`config.mk`:
```
export PLATFORM = sky130hd
export DESIGN_NAME = msg_request_queue
export DESIGN_NICKNAME = d
export VERILOG_FILES = /design/src/rtl/msg_request_queue.sv
export SDC_FILE = /design/constraint.sdc
export NUM_CORES = 1
export LEC_CHECK = 0
export ABC_AREA = 1
export ABC_CLOCK_PERIOD_IN_PS = 8500
export BUFFER_PORTS_ARGS = -buffer_cell sky130_fd_sc_hd__clkbuf_2
export CORE_MARGIN = 2
export CORE_UTILIZATION = 30
export DETAILED_ROUTE_END_ITERATION = 7
export PLACE_DENSITY = 0.56
export SYNTH_ARGS = -nofsm -noshare
export SYNTH_HDL_FRONTEND = slang
export SYNTH_SLANG_ARGS = --single-unit
export TNS_END_PERCENT = 10
```
`constraint.sdc`:
```
create_clock -name clk -period 8.5 [get_ports clk]
set_clock_uncertainty 0.1 [all_clocks]
set_input_delay 0.85 -clock clk [delete_from_list [all_inputs] [get_ports clk]]
set_output_delay 0.85 -clock clk [all_outputs]
set_load 0.03 [all_outputs]
```
`src/rtl/msg_request_queue.sv`:
```
// Request queue between the session manager and the create message engine.
// Buffers typed requests in a FIFO and hands them to the engine one at a time.
`ifndef VALUE_DATA_WIDTH
`define VALUE_DATA_WIDTH 32
`endif
`ifndef VALUE_SIZE
`define VALUE_SIZE 8
`endif

module msg_request_queue #(
   parameter int VALUE_WIDTH  = `VALUE_DATA_WIDTH,
   parameter int SIZE         = `VALUE_SIZE,
   parameter int DEPTH        = 4,
   parameter int DONE_TIMEOUT = 255
) (
   input  logic                       clk,
   input  logic                       rst_n,
   input  logic                       initiate_msg_i,
   input  logic [3:0]                 create_message_i,
   input  logic [VALUE_WIDTH-1:0]     targetCompId_i,
   input  logic [SIZE-1:0]            s_v_targetCompId_i,
   input  logic                       busy_i,
   input  logic                       done_i,
   output logic                       start_o,
   output logic [3:0]                 msg_type_o,
   output logic [VALUE_WIDTH-1:0]     targetCompId_o,
   output logic [SIZE-1:0]            s_v_targetCompId_o,
   output logic                       full_o,
   output logic                       empty_o,
   output logic [$clog2(DEPTH):0]     count_o,
   output logic                       overflow_o,
   output logic [7:0]                 drop_cnt_o,
   output logic                       timeout_err_o
);

   localparam int AW = $clog2(DEPTH);
   localparam int CW = AW + 1;
   localparam int TW = $clog2(DONE_TIMEOUT + 1);
   localparam int EW = 4 + VALUE_WIDTH + SIZE;
   localparam logic [CW-1:0] DEPTH_C  = CW'(DEPTH);
   localparam logic [CW-1:0] CNT_ONE  = CW'(32'd1);
   localparam logic [AW-1:0] PTR_ONE  = AW'(32'd1);
   localparam logic [TW-1:0] TMO_ONE  = TW'(32'd1);
   localparam logic [TW-1:0] TMO_LAST = TW'(DONE_TIMEOUT - 1);

   typedef enum logic [1:0] {
      IDLE      = 2'd0,
      WAIT_BUSY = 2'd1,
      WAIT_DONE = 2'd2
   } state_t;

   state_t          state_r, state_s;
   logic [EW-1:0]   mem_r [DEPTH];
   logic [AW-1:0]   wr_ptr_r, rd_ptr_r;
   logic [CW-1:0]   count_r, count_s;
   logic [TW-1:0]   tmo_cnt_r;
   logic            push_req_s, push_s, pop_s, drop_s, timeout_s;
   logic            start_r, full_r, empty_r, overflow_r, timeout_r;
   logic [3:0]      msg_type_r;
   logic [VALUE_WIDTH-1:0] comp_id_r;
   logic [SIZE-1:0] comp_sz_r;
   logic [7:0]      drop_cnt_r;

   // FSM next-state, pop/push qualification and next occupancy
   always_comb begin
      state_s   = state_r;
      pop_s     = 1'b0;
      timeout_s = 1'b0;
      case (state_r)
         IDLE: begin
            if ((count_r != {CW{1'b0}}) && !busy_i) begin
               pop_s   = 1'b1;
               state_s = WAIT_BUSY;
            end else begin
               state_s = IDLE;
            end
         end
         WAIT_BUSY, WAIT_DONE: begin
            // a completion in the final cycle wins over the timeout
            if (done_i) begin
               state_s = IDLE;
            end else if (tmo_cnt_r == TMO_LAST) begin
               timeout_s = 1'b1;
               state_s   = IDLE;
            end else if (busy_i) begin
               state_s = WAIT_DONE;
            end else begin
               state_s = state_r;
            end
         end
         default: state_s = IDLE;
      endcase
      push_req_s = initiate_msg_i && (create_message_i != 4'b0000);
      push_s     = push_req_s && ((count_r != DEPTH_C) || pop_s);
      drop_s     = push_req_s && (count_r == DEPTH_C) && !pop_s;
      if (push_s && !pop_s) begin
         count_s = count_r + CNT_ONE;
      end else if (pop_s && !push_s) begin
         count_s = count_r - CNT_ONE;
      end else begin
         count_s = count_r;
      end
   end

   // FIFO storage; an entry is always written before it can be read
   always_ff @(posedge clk) begin
      if (push_s) begin
         mem_r[wr_ptr_r] <= {create_message_i, targetCompId_i, s_v_targetCompId_i};
      end
   end

   // Control, status and payload registers
   always_ff @(posedge clk or negedge rst_n) begin
      if (!rst_n) begin
         state_r    <= IDLE;
         wr_ptr_r   <= {AW{1'b0}};
         rd_ptr_r   <= {AW{1'b0}};
         count_r    <= {CW{1'b0}};
         full_r     <= 1'b0;
         empty_r    <= 1'b1;
         tmo_cnt_r  <= {TW{1'b0}};
         start_r    <= 1'b0;
         timeout_r  <= 1'b0;
         overflow_r <= 1'b0;
         drop_cnt_r <= 8'd0;
         msg_type_r <= 4'd0;
         comp_id_r  <= {VALUE_WIDTH{1'b0}};
         comp_sz_r  <= {SIZE{1'b0}};
      end else begin
         state_r   <= state_s;
         count_r   <= count_s;
         full_r    <= (count_s == DEPTH_C);
         empty_r   <= (count_s == {CW{1'b0}});
         start_r   <= pop_s;
         timeout_r <= timeout_s;
         if (push_s) begin
            wr_ptr_r <= wr_ptr_r + PTR_ONE;
         end
         if (pop_s) begin
            rd_ptr_r <= rd_ptr_r + PTR_ONE;
            {msg_type_r, comp_id_r, comp_sz_r} <= mem_r[rd_ptr_r];
         end
         // the timeout window restarts with every issued request
         if (pop_s || (state_r == IDLE)) begin
            tmo_cnt_r <= {TW{1'b0}};
         end else begin
            tmo_cnt_r <= tmo_cnt_r + TMO_ONE;
         end
         if (drop_s) begin
            overflow_r <= 1'b1;
            if (drop_cnt_r != 8'hFF) begin
               drop_cnt_r <= drop_cnt_r + 8'd1;
            end
         end
      end
   end

   assign start_o            = start_r;
   assign msg_type_o         = msg_type_r;
   assign targetCompId_o     = comp_id_r;
   assign s_v_targetCompId_o = comp_sz_r;
   assign full_o             = full_r;
   assign empty_o            = empty_r;
   assign count_o            = count_r;
   assign overflow_o         = overflow_r;
   assign drop_cnt_o         = drop_cnt_r;
   assign timeout_err_o      = timeout_r;

endmodule

```
==> PnR_summary.wiki, run 1 <==
{| class="wikitable"
! Metric !! Value
|-
| Classification of the worst setup path || reg2reg
|-
| Netlist Area Pre-Place || 9792 µm²
|-
| Number of distinct standard cells referenced by the synthesized netlist || 33
|-
| Count of synthesis-stage warnings from yosys || 0
|-
| Initial cell density of the core || 0.3025
|-
| Synthesized net count || 865
|-
| Layout overhead on the synthesized area || 18.80%
|-
| Fraction of synthesized area in multiplexers || 0
|-
| Utilization of the core after routing || 0.3593
|-
| Fraction of synthesized cell area in xor and xnor cells || 0.008945
|-
| Static Leak || 4.374 nW
|-
| Clock root buffer master || clkbuf_16
|-
| Mean instance size in the synthesized netlist || 12.19 µm²
|-
| Fraction of registers with async set or reset after synthesis || 0.2960
|-
| HPWL after detailed placement || 12720 µm
|-
| Setup Buffers After CTS || 0
|-
| Maximum clock path buffer count || 3
|-
| Number of vias per cell || 4.456
|-
| Remaining antenna violation count || 0
|-
| Biggest area consumer among synthesized cells || edfxtp_1
|-
| Largest stage delay, worst path || 1.07 ns
|-
| Fin. max-slew vios || 0
|-
| Biggest fanout along the worst timing path || 90
|-
| Critical Path Start || rd_ptr_r[0]
|-
| Data required time at the worst endpoint || 8.77 ns
|-
| Wire length after detailed routing || 21920 µm
|-
| Layout filler cell count || 3184
|-
| Clock Latency Late Sink || 0.54 ns
|-
| Number of hold buffers added after cts || 0
|-
| Vias after detailed routing || 6105
|-
| Top-level I/O count || 109
|-
| Number of buffers added on ports || 108
|-
| Crit path time final || 2.702 ns
|-
| Global-route wire length before repair || 34550 µm
|-
| GRT Total Usage || 0.1304
|-
| # clock sinks || 250
|-
| Gp weighted congestion || 0.7290
|-
| Data arrival time of the worst path || 2.98 ns
|-
| Placed Instance Area || 10760 µm²
|-
| Final worst-path cycle share || 0.3179
|-
| Die span in x || 184.7 µm
|-
| Final hold violation count || 0
|-
| Syn Inst Count || 803
|-
| CP Capture Type || register
|-
| Final cell count without fillers || 1370
|-
| Iter 0 DRT Violations || 349
|-
| Highest achievable clock rate || 0.3701 GHz
|-
| Most common flop cell mapped by yosys || edfxtp_1
|-
| Area share of the largest cell type after synthesis || 0.5397
|-
| Peak VDD IR || 0.1642 mV
|-
| TritonCTS Buffers || 26
|-
| Largest cells by area after synthesis || edfxtp_1 54%, dfrtp_1 19%, nor2_1 9.3%
|-
| Unrepaired setup endpoints after global routing || false
|-
| Via count of the first global-routing pass || 6189
|-
| Share of final-layout standard cells stronger than drive strength 1 || 0.1888
|-
| Initial antenna violation count || 1
|-
| Total Die Area || 34100 µm²
|-
| CTS tree || built
|-
| Synth Area in Compound Gates || 0.08203
|-
| Start of the worst register-to-register path || rd_ptr_r[0]
|-
| Largest family of logic cells by synthesized area || simple AND/OR/NAND/NOR gates
|-
| Post-synthesis share of cell area spent on and, or, nand and nor gates || 0.1282
|-
| Number of remaining DRC errors || 0
|-
| Cell at the slowest stage of the critical path || dfrtp_4
|-
| Critical path buffers and inverters || 2
|-
| Total of flip-flops plus latches after synthesis || 250
|-
| Crit-path cells || inv_2 -> buf_4 -> o21ai_0 -> a31oi_1
|-
| # setup viols final || 0
|-
| Dominant delay contributor by cell family on the critical path || flip-flops
|-
| Worst slew margin || 0.2920
|-
| Number of flops mapped to enable cells by yosys || 176
|-
| Std-Cell Rows || 66
|-
| Hold slack || 0.1302 ns
|-
| Number of nets in the layout || 969
|-
| Result of the run || finished, final reports clean
|-
| Pin count of the biggest net entering global routing || 95
|-
| Die height || 184.7 µm
|-
| Total global routing overflow || 0
|-
| Transition time at the pin with the least slew margin || 1.062 ns
|-
| Resized Gates After CTS || 0
|-
| Area of the placeable core || 32370 µm²
|-
| Critical path launch point type || register
|-
| Total number of H-tree levels || 1
|-
| Cell area after layout || 11630 µm²
|-
| Post-Synth Adder-Cell Area || 0.01661
|-
| Max Cap Violations || 0
|-
| Clock transition at the registers of the reported paths || 0.06 ns
|-
| Power density over cell area || 374.1 nW/µm²
|-
| Sum Neg Setup Slack || 0 ns
|-
| DRT Pass-1 Iters || 4
|-
| Setup slack, reg-to-reg || 5.80 ns
|-
| Drt wl/cell || 16.00 µm
|-
| Sequential area share after synthesis || 0.7290
|-
| # placed instances || 1321
|-
| Path type of the worst min-delay path || in2async
|}
## path summary, 6_finish.rpt
path | end | cells after the start
max | targetCompId_o[21] | 4
min | s_v_targetCompId_o[3] | 1
max reg2reg | targetCompId_o[21] | 4
min reg2reg | tmo_cnt_r[0] | 1
max in group asynchronous | rd_ptr_r[0] | 2
min in group clk | tmo_cnt_r[0] | 1
## cells in the final DEF, fill, tap and decap left out, types with 2 or more instances in the layout
cell type  instances
nand4_1            3
clkbuf_16         26
a21oi_1            5
xor2_1             6
clkinv_1           5
clkbuf_1           9
clkbuf_8           3
ha_1              13
nor3_1             4
nand2_1           37
clkinv_2           2
edfxtp_1         176
nor2_1           238
clkbuf_2         107
inv_2              6
o21ai_1           12
nand3_1           10
nor2_4             7
buf_4              8
dfrtp_1           71
inv_1             25
xnor2_1            4
o21ai_0           87
nand2_2            4
bufinv_16          3
a31oi_1           44
## synthesized netlist by cell type (2+ instances only)
library cell / n
edfxtp_1: 176
nor3_1: 4
o21ai_1: 12
inv_2: 6
xnor2_1: 4
clkbuf_1: 11
ha_1: 13
o21ai_0: 87
nand4_1: 3
a21oi_1: 5
a31oi_1: 44
nor2_4: 3
buf_4: 9
buf_2: 16
dfrtp_1: 73
nand2_2: 4
buf_6: 2
nand3_1: 10
xor2_1: 6
nor2_1: 242
nand2_1: 37
inv_1: 25
## power by group
group | internal (mW) | switching (mW)
registers | 1.63 | 0.245
logic | 0.398 | 0.922
clock network | 0.685 | 0.466
## per-stage QoR
step	power [mW]	setup slack [ns]
finish	4.352	5.798
global route	4.652	5.495
CTS	4.419	5.710
detailed placement	3.255	5.360
global placement	3.234	5.442
floorplan	2.831	4.666
## layer usage
layer / share of wire / GRT usage / vias to the layer above / wire length [µm]
met2: 0.48 / 0.2220 / 128 / 10510
met4: 0.016 / 0.03111 / 0 / 353
met3: 0.044 / 0.02430 / 25 / 956
li1: - / - / 2985 / -
met5: 0 / 0 / - / 0
met1: 0.46 / 0.1725 / 2967 / 10100
## kinds of logic after synthesis
group / count (synthesis)
DFF: 250
and+or+nand+nor: 309
adders and majority gates: 13
xor gates and xnor gates: 10
AOI/OAI and AO/OA: 149
buffers and inverters: 72
## cell type report
| type | instances | area (µm²) | area share |
|---|---|---|---|
| Sequential cell | 250 | 7143 | 0.6141 |
| Multi-Input combinational cell | 481 | 2338 | 0.2010 |
| Clock buffer | 38 | 725.7 | 0.06239 |
| Timing Repair Buffer | 115 | 595.6 | 0.05120 |
| Tap cell | 442 | 553.0 | 0.04754 |
| Clock inverter | 10 | 145.1 | 0.01248 |
| Inverter | 33 | 128.9 | 0.01108 |
| Antenna cell | 1 | 2.502 | 0.0002151 |
## state kept, by name (all words and copies together), names as in the netlist, 3 cells and up
| signal | cells |
|---|---|
| count_o | 3 |
| drop_cnt_o | 8 |
| mem_r | 176 |
| s_v_targetCompId_o | 8 |
| tmo_cnt_r | 8 |
| targetCompId_o | 32 |
| msg_type_o | 4 |
No activity file was read; power rests on OpenSTA's default activity.
==> run 2, diff against run 1 <==
Settings changed: ABC_AREA 1 to 0, ABC_CLOCK_PERIOD_IN_PS 8500 to 2700, PLACE_DENSITY 0.56 to 0.57.
Clock period 8.5 ns to 2.7 ns, I/O delays scaled along.
==> run 2 against run 1 <==
Compared with the run above: design area grew 3.6%; flip-flop and latch count is the same; register-to-register slack lost 5.2 ns; first-iteration DRC count shrank 32%; clock power grew to 3.1 times the previous value; area after synthesis shrank 2.9%; sequential share of layout area shrank 2.1 points; utilization grew 2.5 points; hold slack lost 0.019 ns; maximum frequency grew 27%; clock-buffer cell count shrank 3; largest cell class unchanged.
==> PnR_summary.wiki, run 2 <==
{| class="wikitable"
! Metric !! Value
|-
| Total Die Area || 33140 µm² (was 34100 µm²)
|-
| Transition time at the pin with the least slew margin || 0.7246 ns (was 1.062 ns)
|-
| Most common flop cell mapped by yosys || edfxtp_1 (unchanged)
|-
| Classification of the worst setup path || reg2reg (unchanged)
|-
| Mean instance size in the synthesized netlist || 17.17 µm² (was 12.19 µm²)
|-
| Gp weighted congestion || 0.6771 (was 0.7290)
|-
| Unrepaired setup endpoints after global routing || false (unchanged)
|-
| Wire length after detailed routing || 19830 µm (was 21920 µm)
|-
| Area of the placeable core || 31390 µm² (was 32370 µm²)
|-
| Path type of the worst min-delay path || in2reg (was in2async)
|-
| Max Cap Violations || 0 (unchanged)
|-
| Worst slew margin || 0.5169 (was 0.2920)
|-
| Syn Inst Count || 554 (was 803)
|-
| Commonest non-fill, non-tap cells in the layout || 176 x edfxtp_1, 141 x nand2_1, 107 x clkbuf_2 (was 238 x nor2_1, 176 x edfxtp_1, 107 x clkbuf_2)
|-
| Most common library cell in the layout ignoring fill and taps || edfxtp_1 (was nor2_1)
|-
| GRT Total Usage || 0.1206 (was 0.1304)
|-
| Number of flops mapped to enable cells by yosys || 176 (unchanged)
|-
| Via count of the first global-routing pass || 5362 (was 6189)
|-
| Crit path time final || 2.125 ns (was 2.702 ns)
|-
| HPWL after detailed placement || 12570 µm (was 12720 µm)
|-
| TritonCTS Buffers || 27 (was 26)
|-
| Number of distinct standard cells referenced by the synthesized netlist || 42 (was 33)
|-
| Initial cell density of the core || 0.3029 (was 0.3025)
|-
| Worst setup timing slack at the placement stage || 0.6030 ns (was 5.360 ns)
|-
| Drt wl/cell || 17.11 µm (was 16.00 µm)
|-
| Cell at the slowest stage of the critical path || dfrtp_1 (was dfrtp_4)
|-
| Startpoint of the most critical hold path || initiate_msg_i
|-
| Iter 0 DRT Violations || 238 (was 349)
|-
| Layout filler cell count || 2914 (was 3184)
|-
| Maximum clock path buffer count || 3 (unchanged)
|-
| Final setup margin || 0.5751 ns (was 5.798 ns)
|-
| Layout overhead on the synthesized area || 26.73% (was 18.80%)
|-
| Total global routing overflow || 0 (unchanged)
|-
| Data required time at the worst endpoint || 3.01 ns (was 8.77 ns)
|-
| Total number of H-tree levels || 1 (unchanged)
|-
| Number of buffers added on ports || 108 (unchanged)
|-
| Top-level I/O count || 109 (unchanged)
|-
| Power density over cell area || 1108 nW/µm² (was 374.1 nW/µm²)
|-
| CTS tree || built (unchanged)
|-
| Start of the worst register-to-register path || count_o[0] (was rd_ptr_r[0])
|-
| Vias after detailed routing || 5100 (was 6105)
|-
| Critical Path Start || count_o[0] (was rd_ptr_r[0])
|-
| # clock sinks || 250 (unchanged)
|-
| Total of flip-flops plus latches after synthesis || 250 (unchanged)
|-
| Die span in x || 182.1 µm (was 184.7 µm)
|-
| # setup viols final || 0 (unchanged)
|-
| Most frequent cell after synthesis || edfxtp_1 (was nor2_1)
|-
| Initial antenna violation count || 1 (unchanged)
|-
| Clock transition at the registers of the reported paths || 0.06 ns (about the same)
|-
| Number of cells on the worst reg-to-reg path || 8 (was 4)
|-
| Clock root buffer master || clkbuf_16 (unchanged)
|-
| Fin. max-slew vios || 0 (unchanged)
|-
| Final worst-path cycle share || 0.7870 (was 0.3179)
|-
| Pin count of the biggest net entering global routing || 47 (was 95)
|-
| Sum Neg Setup Slack || 0 ns (unchanged)
|-
| Largest stage delay, worst path || 0.43 ns (was 1.07 ns)
|-
| Biggest fanout along the worst timing path || 23 (was 90)
|-
| Die height || 182.1 µm (was 184.7 µm)
|-
| Fraction of registers with async set or reset after synthesis || 0.2960 (unchanged)
|-
| Area share of the largest cell type after synthesis || 0.5557 (was 0.5397)
|-
| Netlist Area Pre-Place || 9510 µm² (was 9792 µm²)
|-
| Largest cells by area after synthesis || edfxtp_1 56%, dfrtp_1 19%, mux4_2 10% (was edfxtp_1 54%, dfrtp_1 19%, nor2_1 9.3%)
|-
| Result of the run || finished, final reports clean (unchanged)
|-
| CP Capture Type || register (unchanged)
|-
| Crit-path cells || inv_1 -> ha_1 -> nor2b_1 -> or2_2 -> buf_4 -> nor2_1 -> o21ai_0 -> o31ai_1 (was inv_2 -> buf_4 -> o21ai_0 -> a31oi_1)
|-
| Final hold violation count || 0 (unchanged)
|-
| Largest register by flop count || mem_r (unchanged)
|-
| Number of cells on the worst hold path || 4
|-
| Highest achievable clock rate || 0.4706 GHz (was 0.3701 GHz)
|-
| Resized Gates After CTS || 0 (unchanged)
|-
| Std-Cell Rows || 65 (was 66)
|-
| Cell area after layout || 12050 µm² (was 11630 µm²)
|-
| Ranking of synthesized cells by instance count || 176 x edfxtp_1, 141 x nand2_1, 73 x dfrtp_1, 44 x mux4_2, 13 x ha_1 (was 242 x nor2_1, 176 x edfxtp_1, 87 x o21ai_0, 73 x dfrtp_1, 44 x a31oi_1)
|-
| Peak VDD IR || 0.5092 mV (was 0.1642 mV)
|-
| Number of remaining DRC errors || 0 (unchanged)
|-
| Static Leak || 4.706 nW (was 4.374 nW)
|-
| Global-route wire length before repair || 31120 µm (was 34550 µm)
|-
| DRT Pass-1 Iters || 4 (unchanged)
|-
| Share of final-layout standard cells stronger than drive strength 1 || 0.2950 (was 0.1888)
|-
| Count of synthesis-stage warnings from yosys || 0 (unchanged)
|-
| Data arrival time of the worst path || 2.43 ns (was 2.98 ns)
|-
| Critical path launch point type || register (unchanged)
|-
| Clock Latency Late Sink || 0.54 ns (about the same)
|-
| Synthesized net count || 616 (was 865)
|-
| Number of vias per cell || 4.400 (was 4.456)
|-
| Number of nets in the layout || 797 (was 969)
|-
| Biggest area consumer among synthesized cells || edfxtp_1 (unchanged)
|-
| Remaining antenna violation count || 0 (unchanged)
|-
| Sequential area share after synthesis || 0.7506 (was 0.7290)
|-
| Placed Instance Area || 10710 µm² (was 10760 µm²)
|-
| Flip-flop count of the largest register after layout || 176 (unchanged)
|}
[run 2: cell count changes in the layout (fill, tap and decap cells not counted), sizes merged, moves of 5 or more]
| cell | previous run | this run |
|---|---|---|
| xnor2 | 4 | 12 |
| buf | 8 | 20 |
| nand2 | 42 | 141 |
| and2 | 0 | 5 |
| nor2 | 246 | 11 |
| inv | 32 | 10 |
| dlygate4sd3 | 0 | 47 |
| o21ai | 99 | 4 |
| mux4 | 0 | 44 |
| a31oi | 44 | 1 |
[run 2: cell type report]
cell class                      instances  area (µm²)  share of cell area
Antenna cell                            1       2.502           0.0002076
Timing Repair Buffer                  174        1269              0.1053
Clock inverter                         15       161.4             0.01339
Inverter                                9       33.78            0.002803
Tap cell                              402       503.0             0.04173
Sequential cell                       250        7143              0.5927
Clock buffer                           35       705.7             0.05855
Multi-Input combinational cell        273        2235              0.1854
[run 2: what timing repair did]
| item | in CTS | in global routing |
|---|---|---|
| endpoints found under the hold margin | 224 | 0 |
| setup buffers | 0 | 0 |
| hold buffers | 47 | 0 |
[run 2: cells by family after synthesis]
group / Yosys count / synth area share
XOR/XNOR: 16 / 0.01473
AO/OA/AOI/OAI: 17 / 0.01592
flip-flops: 250 / 0.7506
buffers and inverters: 31 / 0.01447
multiplexers: 46 / 0.1066
adder cells (fa/ha/maj): 13 / 0.01710
AND/OR/NAND/NOR: 181 / 0.08065
[run 2: path summary, 6_finish.rpt]
| path | endpoint | slack (ns) |
|---|---|---|
| setup reg to reg | state_r[0] | 0.58 |
| hold reg to reg | targetCompId_o[20] | 0.37 |
| setup / recovery | state_r[0] | 0.58 |
| max in group asynchronous | empty_o | 1.56 |
| min in group asynchronous | targetCompId_o[2] | 0.23 |
| hold / removal | overflow_o | 0.11 |
[run 2: worst max-delay path, delay by kind of cell, from the launching register on]
| family | cells | cell delay (ns) |
|---|---|---|
| flops | 1 | 0.43 |
| simple gates | 3 | 0.61 |
| fa+ha+maj | 1 | 0.21 |
| compound gates | 2 | 0.17 |
| buf+inv | 2 | 0.48 |
[run 2: report_power, final]
group,internal [mW],switching [mW]
Sequential,5.13,0.511
Combinational,1.64,2.49
Clock,2.13,1.45
Total,8.90,4.45
[run 2: metal layers]
| layer | wire [µm] | track usage |
|---|---|---|
| met2 | 9507 | 0.1989 |
| met5 | 0 | 0 |
| met4 | 363 | 0.02742 |
| met1 | 8975 | 0.1671 |
| met3 | 982 | 0.02175 |
[run 2: through the flow]
step | total power, mW | std cells | hold slack [ns] | util
final | 13.35 | 1159 | 0.1113 | 0.3839
after CTS | 13.62 | 1158 | 0.09104 | 0.3839
after floorplan | 8.460 | 554 | -0.1256 | -
after detailed placement | 9.906 | 1061 | 0.2779 | 0.3413
after global placement | 9.842 | 1061 | 0.2733 | 0.3413
after global routing | 14.12 | 1159 | 0.1140 | 0.3839
